$ cat config.mk
export PLATFORM = sky130hd
export DESIGN_NAME = cnn16_ram_arbiter_flat
export DESIGN_NICKNAME = d
export VERILOG_FILES = /design/src/rtl/cnn16_ram_arbiter_if.sv /design/src/rtl/cnn16_ram_arbiter.sv /design/src/flat_wrapper.sv
export SDC_FILE = /design/constraint.sdc
export NUM_CORES = 1
export LEC_CHECK = 0
export ABC_AREA = 1
export CORE_ASPECT_RATIO = 0.7
export CORE_MARGIN = 10
export CORE_UTILIZATION = 22
export CTS_BUF_LIST = sky130_fd_sc_hd__clkbuf_2
export DETAILED_ROUTE_END_ITERATION = 10
export PLACE_DENSITY = 0.87
export SLEW_MARGIN = 25
export SYNTH_ARGS = -nofsm -noshare
export SYNTH_HDL_FRONTEND = slang
export SYNTH_SLANG_ARGS = --single-unit
$ cat constraint.sdc
create_clock -name clk -period 1.5 [get_ports clk]
set_input_delay 0.225 -clock clk [delete_from_list [all_inputs] [get_ports clk]]
set_output_delay 0.225 -clock clk [all_outputs]
set_load 0.005 [all_outputs]
$ cat src/rtl/cnn16_ram_arbiter_if.sv
`default_nettype none
// ============================================================================
//  Module      : cnn16_ram_arbiter_if
//  Description : One requester's view of the shared CNN working RAM.
//                The bundle carries the request handshake (valid/ready), the
//                access fields (we/addr/wdata) and the read-response path
//                (rsp_valid/rsp_rdata, no backpressure).
//  Revision    : 1.0 - initial release
// ============================================================================
interface cnn16_ram_arbiter_if #(
    parameter int DATA_WIDTH = 16,
    parameter int ADDR_WIDTH = 12
);
    logic                  valid;
    logic                  ready;
    logic                  we;
    logic [ADDR_WIDTH-1:0] addr;
    logic [DATA_WIDTH-1:0] wdata;
    logic                  rsp_valid;
    logic [DATA_WIDTH-1:0] rsp_rdata;

    // Requester side: issues accesses, receives grants and read data
    modport master (
        output valid, we, addr, wdata,
        input  ready, rsp_valid, rsp_rdata
    );

    // Arbiter side: receives accesses, returns grants and read data
    modport slave (
        input  valid, we, addr, wdata,
        output ready, rsp_valid, rsp_rdata
    );
endinterface
`default_nettype wire

$ cat src/rtl/cnn16_ram_arbiter.sv
`default_nettype none
// ============================================================================
//  Module      : cnn16_ram_arbiter
//  Description : Two-requester round-robin arbiter in front of the single-port
//                16-bit CNN working RAM (1-cycle registered read).
//                req0 = loader/writeback, req1 = conv engine.
//                At most one access per cycle; read data is routed back to the
//                issuing port one cycle after acceptance.
//                Optional feature macro: CNN16_ARB_STATS_EN adds saturating
//                grant/conflict statistics counters and a stats_clr input.
//  Revision    : 1.0 - initial release
// ============================================================================
module cnn16_ram_arbiter #(
    parameter int DATA_WIDTH = 16,
    parameter int ADDR_WIDTH = 12,
    parameter int CNT_WIDTH  = 16
) (
    input  logic                  clk,
    input  logic                  rst,
    cnn16_ram_arbiter_if.slave    req0,
    cnn16_ram_arbiter_if.slave    req1,
    output logic                  ram_mem_write,
    output logic [ADDR_WIDTH-1:0] ram_address,
    output logic [DATA_WIDTH-1:0] ram_data_in,
    input  logic [DATA_WIDTH-1:0] ram_data_out
`ifdef CNN16_ARB_STATS_EN
    ,
    input  logic                  stats_clr,
    output logic [CNT_WIDTH-1:0]  grant0_cnt,
    output logic [CNT_WIDTH-1:0]  grant1_cnt,
    output logic [CNT_WIDTH-1:0]  conflict_cnt
`endif
);

    // last_q holds the port granted most recently; it resets to 1 so that
    // port 0 wins the first conflict after reset.
    logic last_q;
    // pend_q: a read was accepted in the previous cycle; pid_q: its port.
    logic pend_q;
    logic pid_q;

    logic grant0;
    logic grant1;
    logic rd_accept;
    logic rsp0_sel;
    logic rsp1_sel;

    // Round-robin grant; reset suppresses all grants so the RAM sees idle reads
    always_comb begin
        grant0 = 1'b0;
        grant1 = 1'b0;
        if (!rst) begin
            if (req0.valid && req1.valid) begin
                grant0 = last_q;
                grant1 = ~last_q;
            end else begin
                grant0 = req0.valid;
                grant1 = req1.valid;
            end
        end
    end

    assign req0.ready = grant0;
    assign req1.ready = grant1;

    // A grant always coincides with valid, so a grant is a handshake.
    assign rd_accept = (grant0 && !req0.we) || (grant1 && !req1.we);

    // RAM drive follows the granted request; no grant means a dummy read of 0
    always_comb begin
        ram_mem_write = 1'b0;
        ram_address   = '0;
        ram_data_in   = '0;
        if (grant0) begin
            ram_mem_write = req0.we;
            ram_address   = req0.addr;
            ram_data_in   = req0.wdata;
        end else if (grant1) begin
            ram_mem_write = req1.we;
            ram_address   = req1.addr;
            ram_data_in   = req1.wdata;
        end
    end

    // Arbitration history and read-response tracking
    always_ff @(posedge clk) begin
        if (rst) begin
            last_q <= 1'b1;
            pend_q <= 1'b0;
            pid_q  <= 1'b0;
        end else begin
            if (grant0 || grant1) begin
                last_q <= grant1;
            end
            pend_q <= rd_accept;
            if (rd_accept) begin
                pid_q <= grant1;
            end
        end
    end

    // A read outstanding when reset arrives is dropped: rst masks the response.
    assign rsp0_sel = pend_q && !pid_q && !rst;
    assign rsp1_sel = pend_q &&  pid_q && !rst;

    assign req0.rsp_valid = rsp0_sel;
    assign req1.rsp_valid = rsp1_sel;
    assign req0.rsp_rdata = rsp0_sel ? ram_data_out : '0;
    assign req1.rsp_rdata = rsp1_sel ? ram_data_out : '0;

`ifdef CNN16_ARB_STATS_EN
    // Saturating statistics counters; clear has priority over increment
    always_ff @(posedge clk) begin
        if (rst || stats_clr) begin
            grant0_cnt   <= '0;
            grant1_cnt   <= '0;
            conflict_cnt <= '0;
        end else begin
            if (grant0 && (grant0_cnt != '1)) begin
                grant0_cnt <= grant0_cnt + 1'b1;
            end
            if (grant1 && (grant1_cnt != '1)) begin
                grant1_cnt <= grant1_cnt + 1'b1;
            end
            if (req0.valid && req1.valid && (conflict_cnt != '1)) begin
                conflict_cnt <= conflict_cnt + 1'b1;
            end
        end
    end
`endif

    // A requester must hold its request stable until it is granted.
    a_req0_hold: assert property (@(posedge clk) disable iff (rst)
        (req0.valid && !req0.ready) |=>
        (req0.valid && $stable(req0.we) && $stable(req0.addr) && $stable(req0.wdata)));

    a_req1_hold: assert property (@(posedge clk) disable iff (rst)
        (req1.valid && !req1.ready) |=>
        (req1.valid && $stable(req1.we) && $stable(req1.addr) && $stable(req1.wdata)));

    // Counter width must be usable whenever statistics are built in.
    a_cnt_width: assert property (@(posedge clk) CNT_WIDTH > 0);

endmodule
`default_nettype wire
$ cat src/flat_wrapper.sv
// flat-port wrapper written by rule: the top's interface ports become plain ports
module cnn16_ram_arbiter_flat 
#(
    parameter int DATA_WIDTH = 16,
    parameter int ADDR_WIDTH = 12,
    parameter int CNT_WIDTH  = 16
)
  (clk, rst, ram_mem_write, ram_address, ram_data_in, ram_data_out, req0_valid, req0_we, req0_addr, req0_wdata, req0_ready, req0_rsp_valid, req0_rsp_rdata, req1_valid, req1_we, req1_addr, req1_wdata, req1_ready, req1_rsp_valid, req1_rsp_rdata);
  cnn16_ram_arbiter_if #(.DATA_WIDTH(DATA_WIDTH), .ADDR_WIDTH(ADDR_WIDTH)) req0_i ();
  cnn16_ram_arbiter_if #(.DATA_WIDTH(DATA_WIDTH), .ADDR_WIDTH(ADDR_WIDTH)) req1_i ();
  input  logic clk;
  input  logic rst;
  output logic ram_mem_write;
  output logic [ADDR_WIDTH-1:0] ram_address;
  output logic [DATA_WIDTH-1:0] ram_data_in;
  input  logic [DATA_WIDTH-1:0] ram_data_out;
  input wire logic [$bits(req0_i.valid)-1:0] req0_valid;
  input wire logic [$bits(req0_i.we)-1:0] req0_we;
  input wire logic [$bits(req0_i.addr)-1:0] req0_addr;
  input wire logic [$bits(req0_i.wdata)-1:0] req0_wdata;
  output wire logic [$bits(req0_i.ready)-1:0] req0_ready;
  output wire logic [$bits(req0_i.rsp_valid)-1:0] req0_rsp_valid;
  output wire logic [$bits(req0_i.rsp_rdata)-1:0] req0_rsp_rdata;
  input wire logic [$bits(req1_i.valid)-1:0] req1_valid;
  input wire logic [$bits(req1_i.we)-1:0] req1_we;
  input wire logic [$bits(req1_i.addr)-1:0] req1_addr;
  input wire logic [$bits(req1_i.wdata)-1:0] req1_wdata;
  output wire logic [$bits(req1_i.ready)-1:0] req1_ready;
  output wire logic [$bits(req1_i.rsp_valid)-1:0] req1_rsp_valid;
  output wire logic [$bits(req1_i.rsp_rdata)-1:0] req1_rsp_rdata;
  assign req0_i.valid = req0_valid;
  assign req0_i.we = req0_we;
  assign req0_i.addr = req0_addr;
  assign req0_i.wdata = req0_wdata;
  assign req0_ready = req0_i.ready;
  assign req0_rsp_valid = req0_i.rsp_valid;
  assign req0_rsp_rdata = req0_i.rsp_rdata;
  assign req1_i.valid = req1_valid;
  assign req1_i.we = req1_we;
  assign req1_i.addr = req1_addr;
  assign req1_i.wdata = req1_wdata;
  assign req1_ready = req1_i.ready;
  assign req1_rsp_valid = req1_i.rsp_valid;
  assign req1_rsp_rdata = req1_i.rsp_rdata;
  cnn16_ram_arbiter #(.DATA_WIDTH(DATA_WIDTH), .ADDR_WIDTH(ADDR_WIDTH), .CNT_WIDTH(CNT_WIDTH)) u_core (.clk(clk), .rst(rst), .req0(req0_i), .req1(req1_i), .ram_mem_write(ram_mem_write), .ram_address(ram_address), .ram_data_in(ram_data_in), .ram_data_out(ram_data_out));
endmodule
Word-level counts from Yosys, hierarchy flattened
Index checks and enable logic that the tools add are counted.
{ "word_totals": {"ff_bits": 3, "latch_bits": 0, "ramBits": 0, "romBits": 0, "input_bits": 78, "out_inout_bits": 65, "elab_cells": 29, "mem_count": 0} }
{ "classes": {"addsub": 0, "mul": 0, "div_mod_pow": 0, "order_cmp": 0, "eq_ne": 0, "shift": 0, "n_mux": 12, "bitwise": 1, "n_reduce_logical": 13} }
{ "ops": {"columns": ["operator", "n"], "rows": [
  ["$mux 16", 4],
  ["$mux 12", 2],
  ["$logic_and 1x1->1", 7],
  ["$mux 1", 6],
  ["$logic_not 1->1", 4],
  ["$logic_or 1x1->1", 2],
  ["$not 1->1", 1]
]} }

Depth between registers and ports, before layout
Gate-level depths: netlist of the first run.
{ "logic_depth": {"depth_word": 5, "mapped_depth": 8} }

Worst setup path after synthesis of the first run
No wires, ideal clock.
{ "synth_path": {"path_type": "reg2out", "start": "register u_core.pid_q", "end": "output port req0_rsp_rdata[10]", "arrival_time_ns": 0.913, "setup_slack_ns": 0.362, "stages_incl_launch_ff": 5, "path_buffers": 1, "cell_sequence": "dfxtp_1 -> nor3_2 -> inv_2 -> clkbuf_8 -> nor2_1"} }
{ "synth_via": {"elab_chain_cells": 4} }
{ "synth_rtl": {"columns": ["item", "line_no", "text"], "rows": [
  ["start: declaration", "cnn16_ram_arbiter.sv:40", "logic pid_q;"],
  ["start signal: assignment", "cnn16_ram_arbiter.sv:97", "pid_q <= grant1;"],
  ["$logic_not 1->1", "cnn16_ram_arbiter.sv:103", "assign rsp0_sel = pend_q && !pid_q && !rst;"],
  ["$logic_and 1x1->1 (2 in series)", "cnn16_ram_arbiter.sv:103", null],
  ["named net req0_rsp_valid", "flat_wrapper.sv:22", "output wire logic [$bits(req0_i.rsp_valid)-1:0] req0_rsp_valid;"],
  ["$mux 16", "cnn16_ram_arbiter.sv:108", "assign req0.rsp_rdata = rsp0_sel ? ram_data_out : '0;"],
  ["end: declaration", "flat_wrapper.sv:23", "output wire logic [$bits(req0_i.rsp_rdata)-1:0] req0_rsp_rdata;"]
]} }
The timed path passes the listed nets, and every way through them passes these cells.

Worst setup path in the final report of the first run
{ "layout_path": {"start": "input port req1_valid", "end": "output port ram_data_in[11]"} }
{ "layout_via": {"elab_chain_cells": 5, "elab_cells_between_ends": 7, "classes_between": "mux (6); reduce/logical (1)"} }
{ "layout_rtl": {"columns": ["item", "line_no", "text"], "rows": [
  ["start: declaration", "flat_wrapper.sv:24", "input wire logic [$bits(req1_i.valid)-1:0] req1_valid;"],
  ["$logic_and 1x1->1", "cnn16_ram_arbiter.sv:53", "if (req0.valid && req1.valid) begin"],
  ["$mux 1", "cnn16_ram_arbiter.sv:53", null],
  ["$mux 1", "cnn16_ram_arbiter.sv:52", "if (!rst) begin"],
  ["$mux 16", "cnn16_ram_arbiter.sv:78", "end else if (grant1) begin"],
  ["$mux 16 (*)", "cnn16_ram_arbiter.sv:74", "if (grant0) begin"],
  ["end: declaration", "flat_wrapper.sv:15", "output logic [DATA_WIDTH-1:0] ram_data_in;"]
]} }
Mark *: on every way between the ends. The rest lies on a longest branch, timed or not.

==> results of run 1 <==
==> cell families (layout without fill, tap and decap cells) <==
group                  Yosys count  in the layout  share of synthesized area, %
AO/OA/AOI/OAI                    2              2                          1.64
buffers and inverters           37            211                          22.9
flip-flops                       3              3                          7.87
AND/OR/NAND/NOR                131            131                          67.5
==> critical path, stage by stage <==
cell and delay [ns]:
clkdlybuf4s15_1 0.24, inv_1 0.08, nor2_2 0.21, nand2_4 0.10, inv_6 0.08, buf_12 0.11
buf_12 0.12, nand2_2 0.05, nand2_2 0.09, buf_6 0.10
==> power by group <==
group | internal (mW) | switching, mW | leakage, nW
clock | 0.0703 | 0.0615 | 0.0166
sequential | 0.0874 | 0.00762 | 0.0254
combinational | 0.417 | 0.275 | 1.51
==> flip-flops by register name, summed over array words and instances, names as in the netlist <==
name,flops
u_core.last_q,1
u_core.pid_q,1
u_core.pend_q,1
==> cell type report <==
class                   count  area (um^2)
fillers                   216          509
multi-input cells         133          792
inverters                  29          116
well taps                  47         58.8
clock buffers               4         20.0
flip-flops and latches      3         63.8
repair buffers            178         1670
==> per-stage QoR <==
| stage | TNS [ns] | setup WS (ns) | area [um^2] | power (mW) | cells |
|---|---|---|---|---|---|
| after floorplan | 0 | 0.362 | 763 | 0.223 | 173 |
| final | -3.31 | -0.135 | 2720 | 0.919 | 394 |
| after global routing | -6.19 | -0.176 | 2720 | 0.974 | 394 |
| after detailed placement | -35.63 | -0.640 | 2320 | 0.622 | 365 |
| after global placement | -30.82 | -0.568 | 2320 | 0.613 | 365 |
| after CTS | -2.31 | -0.243 | 2610 | 0.831 | 401 |
==> metal layers <==
layer,vias to the layer above,share of wire (%),global-route usage (%)
li1,842,-,-
met1,838,36,19.9
met2,132,51,37.3
met3,27,9.9,7.87
met4,0,3.4,5.57
met5,-,0,0
==> path summary, 6_finish.rpt <==
path	endpoint	slack, ns	cells past startpoint
setup / recovery	ram_data_in[11]	-0.13	10
hold / removal	u_core.last_q	0.28	2
setup reg to reg	u_core.pid_q	-0.09	12
hold reg to reg	u_core.pid_q	0.64	4
==> repair_timing <==
item	CTS	global route
setup endpoints to repair	65	66
pin swaps	9	12
gates cloned	3	0
resized for setup	256	97
setup buffers	29	6
==> cells in the final DEF (no fill, tap or decap), drive strengths merged <==
cell,count
dfxtp,3
clkdlybuf4s15,11
nand3,4
dlygate4sd2,10
and2,1
inv,29
clkbuf,6
buf,81
nor2,34
clkdlybuf4s50,74
o211ai,1
nor3,1
o21ai,1
nand2,91
==> flow_summary.ini, run 1 <==
[logic_synthesis]
synthTopCellsByCount = nand2_1, nor2_1, inv_1
synthMostInstantiatedCell = nand2_1
yosysSeqAreaShare_pct = 7.87
synth.avg_cell_area_um2 = 4.41
yosysTopAreaCell = nand2_1
yosysUniqueCellTypes = 16
synth_edf_count = 0
yosysTopAreaCellShare_pct = 44.8
synthesis.nets = 251
synthArstFlopShare_pct = 0
ys_ff_latch = 3
synth-main-ff-cell = dfxtp_1
synth.area.top_cells = nand2_1, nor2_1, inv_1
yosysWarnings = 0
netlist_area_um2 = 763
syn-instance-count = 173

[cts]
clockBufferDepth = 2
cts_made_buffers = 3
cts-root-buf = clkbuf_2
path_clk_slew_ns = 0.06
cts.sinks = 3
htree_levels = 1
clock_latency_ns = 0.24
cts_tree = built
cts_hold_buffers = 0

[cells_and_area]
syn_to_final_growth_pct = 257
nets = 426
layout-drive-gt1-share_pct = 47.6
final_core_util_pct = 84.2
diodes = 0

[place]
gp_congestion = 0.837
port_buffers = 142
dpl.hpwl_um = 4730

[flow_run]
cap_viol_max_count = 0

[timing]
fin_crit_ns = 1.63
hold_viol = 0
drv_slew = 0
period_share_pct = 109
rsz0062_at_grt = yes
fmaxAchievable_ghz = 0.612
max-slew-margin-rel_pct = 86.1
worstMarginPinSlew_ns = 0.208
skew_ns = 0.00799
holdWs_ns = 0.281
worst_slack_ns = -0.135
setup_violations = 47

[drt]
routed_via_density = 4.67
dr.pass1.iters = 4
drt_iter0_markers = 49
final_antenna_net_count = 0
vias = 1839
drc_errors = 0
wl_um = 7350
wire_per_inst_um = 18.7

[run_status]
status = finished, violations left
violations = setup timing

[worst_setup_path]
endpoint_kind = output port
rr_startpoint = u_core.last_q
worstPathArrival_ns = 1.41
crit_type = in2out
critPathLaunchType = primary input
startpoint = req1_valid
crit_fanout = 7
required_ns = 1.27

[global_routing]
grt_usage_pct = 19.9
grt_pass1_wl_um = 10300
antenna_found_initial = 0
grt_pass1_vias = 1984
grt_overflow = 0
grt_max_degree = 17

[hold_path]
min_from = req0_valid
hp-class = in2reg

[die]
die_h_um = 69.3
rows = 17
pin_count = 143
start_util_pct = 23.6
die_area_um2 = 6260
die_w_um = 90.4
core_area_um2 = 3230

[pwr]
power.density_nw_per_um2 = 337
peakVddDrop_uv = 304
p_leak_nw = 1.55
No activity file was read; power rests on OpenSTA's default activity.
==> run 2, diff against run 1 <==
--- a/config.mk
+++ b/config.mk
@@ -6,7 +6,7 @@
 export NUM_CORES = 1
 export LEC_CHECK = 0
 export ABC_AREA = 1
-export CORE_ASPECT_RATIO = 0.7
+export CORE_ASPECT_RATIO = 0.75
 export CORE_MARGIN = 10
 export CORE_UTILIZATION = 22
 export CTS_BUF_LIST = sky130_fd_sc_hd__clkbuf_2
==> run 2 against run 1 <==
The flow still finishes with violations (setup timing). Count of clock-buffer cells in the layout stayed put. Core utilization is 7.3 points lower. Via count is 7.9% lower. Global-route usage is 2.6 points lower. Largest cell class unchanged.
==> flow_summary.ini, run 2 (synthesis results as in run 1) <==
[global_routing]
grt_overflow = 0
antenna_found_initial = 0
grt_usage_pct = 17.3
grt_pass1_wl_um = 8710
grt_pass1_vias = 1698
grt_max_degree = 18

[timing]
max-slew-margin-rel_pct = 88.4
hold_viol = 0
drv_slew = 0
worstMarginPinSlew_ns = 0.174
fmaxAchievable_ghz = 0.593
period_share_pct = 112
skew_ns = 0.00759
rsz0062_at_grt = yes
worst_slack_ns = -0.186
setup_violations = 25
fin_crit_ns = 1.69

[cells_and_area]
final_cell_mix = clkdlybuf4s50_1, nand2_1, buf_2
nets = 427
layout.cells.non_filler = 388
syn_to_final_growth_pct = 234
layout.cells.most_common = clkdlybuf4s50_1
diodes = 0
nFillCells = 271
fin_area_um2 = 2550
reg.largest.list = u_core.last_q x1, u_core.pend_q x1, u_core.pid_q x1
layout-drive-gt1-share_pct = 47.7

[worst_setup_path]
worstPathArrival_ns = 1.46
worst-r2r-setup-slack_ns = 0.42
worstReg2RegEnd = u_core.pid_q
required_ns = 1.27
crit_type = reg2out
critPathLaunchType = register
ff2ff_path_depth = 8
rr_startpoint = u_core.last_q
endpoint_kind = output port
crit_fanout = 5

[cts]
clockBufferDepth = 2
cts_tree = built
cts.sinks = 3
path_clk_slew_ns = 0.05
cts_hold_buffers = 0
clock_latency_ns = 0.22
cts_made_buffers = 3
cts-root-buf = clkbuf_2
htree_levels = 1

[die]
die_h_um = 71.0
core_area_um2 = 3310
pin_count = 143
start_util_pct = 23.1
die_w_um = 88.0
die_area_um2 = 6250
rows = 18

[hold_path]
holdPathEnd = u_core.last_q
min_from = req0_valid
hold_depth = 2
hp-class = in2reg

[place]
place_area_um2 = 2300
dpl_worst_slack_ns = -0.619
gp_congestion = 0.787
dpl.hpwl_um = 4560
placed_cells = 360
port_buffers = 142

[pwr]
peakVddDrop_uv = 316
power.density_nw_per_um2 = 320
seqPwrFrac_pct = 11.4
combPwrFrac_pct = 74.0
p_switching_mw = 0.281
p_leak_nw = 1.46
swShare_pct = 34.4
p_int_mw = 0.536
clkPwrFrac_pct = 14.6

[run_status]
status = finished, violations left
violations = setup timing

[drt]
routed_via_density = 4.36
wire_per_inst_um = 15.7
wl_um = 6090
final_antenna_net_count = 0
drt_iter0_markers = 57
dr.pass1.iters = 5
drc_errors = 0
vias = 1693

[flow_run]
cap_viol_max_count = 0
-- run 2: cell types whose count changed in the layout (fill, tap and decap cells not counted), sizes merged --
cell	delta
dlygate4sd2	-8
clkdlybuf4s15	-5
buf	-1
clkbuf	+14
clkinvlp	+1
-- run 2: worst max-delay path by stage --
stage	start	to	slack [ns]	cells after the start
after CTS	u_core.pend_q	req0_rsp_rdata[15]	-0.19	8
after global routing	u_core.pid_q	req0_rsp_rdata[15]	-0.29	7
after detailed placement	req0_valid	ram_data_in[14]	-0.62	8
after global placement	rst	ram_address[10]	-0.55	7
after floorplan	u_core.pid_q	req0_rsp_rdata[10]	0.36	4
final	u_core.pid_q	req0_rsp_rdata[15]	-0.19	7
-- run 2: layer usage --
layer  up-vias  share of wire, %  GRT usage, %
li1        841                 -             -
met1       747                39          18.0
met2        97                51          31.9
met3         8               8.9          6.41
met4         0               1.5          4.35
met5         -                 0             0
-- run 2: area by class of cell --
cell class              count  area [um^2]  share of cell area (%)
repair inverters            1         7.51                   0.295
flip-flops and latches      3         66.3                    2.60
multi-input cells         133          704                    27.7
well taps                  40         50.0                    1.96
inverters                  29          109                    4.27
clock buffers               4         20.0                   0.786
repair buffers            178         1590                    62.4
-- run 2: power groups by stage --
stage / clock (mW) / combinational, mW / sequential, mW
4_1_cts: 0.121 / 0.546 / 0.0935
3_5_place_dp: 0 / 0.519 / 0.0916
3_3_place_gp: 0 / 0.513 / 0.0915
5_1_grt: 0.135 / 0.653 / 0.0937
2_1_floorplan: 0 / 0.132 / 0.0911
6_report: 0.119 / 0.604 / 0.0931
-- run 2: repair_timing --
item,in CTS,in global routing
setup endpoints to repair,65,63
cloned,4,0
endpoints found under the hold margin,0,0
buffers inserted,21,6
pin swaps,10,22
gates resized for setup,231,109
-- run 2: worst max-delay path, stage by stage, from the launching register on --
cell	delay [ns]
dfxtp_4	0.35
nor3_4	0.21
buf_6	0.13
buf_12	0.09
clkinvlp_4	0.11
buf_6	0.16
nor2_2	0.08
buf_2	0.12
-- run 2: through the flow --
step / utilization, % / power, mW / setup TNS, ns / hold slack, ns
6_report: 76.9 / 0.816 / -2.07 / 0.398
5_1_grt: 76.9 / 0.881 / -4.77 / 0.407
4_1_cts: 72.6 / 0.760 / -1.86 / 0.373
3_5_place_dp: 69.6 / 0.611 / -33.06 / 0.576
3_3_place_gp: 69.6 / 0.604 / -30.80 / 0.561
2_1_floorplan: - / 0.223 / 0 / 0.354
==> run 3, diff against run 2 <==
--- a/config.mk
+++ b/config.mk
@@ -8,10 +8,10 @@
 export ABC_AREA = 1
 export CORE_ASPECT_RATIO = 0.75
 export CORE_MARGIN = 10
-export CORE_UTILIZATION = 22
+export CORE_UTILIZATION = 20
 export CTS_BUF_LIST = sky130_fd_sc_hd__clkbuf_2
 export DETAILED_ROUTE_END_ITERATION = 10
-export PLACE_DENSITY = 0.87
+export PLACE_DENSITY = 0.8
 export SLEW_MARGIN = 25
 export SYNTH_ARGS = -nofsm -noshare
 export SYNTH_HDL_FRONTEND = slang
==> constraint.sdc (replaced) <==
create_clock -name clk -period 1.84 [get_ports clk]
set_input_delay 0.276 -clock clk [delete_from_list [all_inputs] [get_ports clk]]
set_output_delay 0.276 -clock clk [all_outputs]
set_load 0.005 [all_outputs]
==> run 3 against run 2 <==
Total power is 29% lower. Register-to-register slack gained 0.47 ns. Clock power is 26% lower. Worst setup slack better by 0.25 ns. The flow now finishes without violations. First-iteration DRC count down 26%. Highest routed layer unchanged. Sequential share of layout area down 0.077 points. Count of clock-buffer cells in the layout unchanged. Via count fell by 13%. Sequential power decreased by 20%.
==> flow_summary.ini, run 3 (synthesis results as in run 1) <==
[worst_setup_path]
critPathLaunchType = primary input
worstPathArrival_ns = 1.50
endpoint_kind = output port
crit_type = in2out
required_ns = 1.56
crit_fanout = 6

[cts]
cts_hold_buffers = 0
cts.sinks = 3
clockBufferDepth = 2
cts-root-buf = clkbuf_2
path_clk_slew_ns = 0.04
cts_tree = built
htree_levels = 1
cts_made_buffers = 3
clock_latency_ns = 0.19

[cells_and_area]
final_cell_mix = nand2_1, clkdlybuf4s50_1, dlygate4sd2_1
nets = 407
syn_to_final_growth_pct = 218
layout-drive-gt1-share_pct = 10.1
diodes = 0
layout.cells.non_filler = 380
reg.largest.list = u_core.last_q x1, u_core.pend_q x1, u_core.pid_q x1

[pwr]
swShare_pct = 29.7
power.density_nw_per_um2 = 240
combPwrFrac_pct = 72.1
p_switching_mw = 0.173
p_int_mw = 0.409
seqPwrFrac_pct = 12.9
total_power_mw = 0.582
p_leak_nw = 1.43
peakVddDrop_uv = 269
clkPwrFrac_pct = 15.1

[timing]
max-slew-margin-rel_pct = 86.3
hold_viol = 0
setup_tns_ns = 0
fmaxAchievable_ghz = 0.564
worstMarginPinSlew_ns = 0.204
setup_violations = 0
worst_slack_ns = 0.0654
skew_ns = 0.00111
drv_slew = 0
fin_crit_ns = 1.77
rsz0062_at_grt = yes
period_share_pct = 96.4

[drt]
wl_um = 5200
final_antenna_net_count = 0
drc_errors = 0
dr.pass1.iters = 4
drt_iter0_markers = 42
wire_per_inst_um = 13.7
routed_via_density = 3.87
vias = 1469

[run_status]
status = complete, no violations

[place]
dpl.hpwl_um = 4440
placed_cells = 367
dpl_worst_slack_ns = -0.353
gp_congestion = 0.818
port_buffers = 142

[die]
die_area_um2 = 6710
pin_count = 143
die_w_um = 91.3
core_area_um2 = 3660
rows = 19
die_h_um = 73.5
start_util_pct = 20.8

[global_routing]
grt_pass1_wl_um = 7840
grt_pass1_vias = 1434
grt_max_degree = 18
grt_overflow = 0
antenna_found_initial = 0
grt_usage_pct = 14.2

[hold_path]
hp-class = in2reg

[flow_run]
cap_viol_max_count = 0
-- run 3: cell count changes in the layout (fill, tap and decap cells not counted), sizes merged, moves of 3 or more --
cell           delta
buf              -64
bufbuf            +3
clkbuf           -16
clkdlybuf4s15     -5
clkdlybuf4s50    +16
dlygate4sd2      +45
-- run 3: worst max-delay path, cell delays in order --
cell and delay, ns:
dlygate4sd2_1 0.25, inv_2 0.07, nor2_4 0.03, nand2_2 0.08
inv_2 0.05, buf_12 0.12, bufbuf_16 0.26, nand2_1 0.05
nand2_1 0.06, dlygate4sd2_1 0.26
-- run 3: worst paths after layout --
path,endpoint,cells after the start,start,slack (ns)
worst max-delay path,ram_address[11],10,req1_valid,0.07
worst min-delay path,u_core.last_q,2,req0_valid,0.49
worst max register to register,u_core.pid_q,8,u_core.last_q,0.89
worst min register to register,u_core.last_q,2,u_core.last_q,0.50
-- run 3: through the flow --
| step | area (um^2) | util (%) | hold WS, ns |
|---|---|---|---|
| floorplan | 763 | - | 0.405 |
| finish | 2430 | 66.3 | 0.486 |
| CTS | 2400 | 65.4 | 0.482 |
| global route | 2430 | 66.3 | 0.506 |
| detailed placement | 2280 | 62.3 | 0.505 |
| global placement | 2280 | 62.3 | 0.501 |
-- run 3: layout make-up --
type                    instances  area, um^2
multi-input cells             133         544
repair buffers                159        1620
clock buffers                   4        20.0
flip-flops and latches          3        61.3
fillers                       360        1230
inverters                      29         114
well taps                      52        65.1
-- run 3: repair_timing --
action	4_1_cts	5_1_grt
gates cloned	3	0
setup endpoints to repair	65	28
resized for setup	59	9
setup buffers	3	3
pin swaps	4	2
-- run 3: power groups by stage --
stage	clock (mW)	combinational (mW)	sequential, mW
6_report	0.0876	0.419	0.0748
5_1_grt	0.0991	0.456	0.0752
4_1_cts	0.0920	0.420	0.0745
3_5_place_dp	0	0.416	0.0750
3_3_place_gp	0	0.411	0.0747
2_1_floorplan	0	0.108	0.0742
-- run 3: layer usage --
layer / part of all wire, % / vias up / GRT usage (%)
met2: 56 / 43 / 28.5
met4: 0.60 / 0 / 1.73
met3: 5.0 / 2 / 3.05
met1: 38 / 623 / 15.2
met5: 0 / - / 0
li1: - / 801 / -
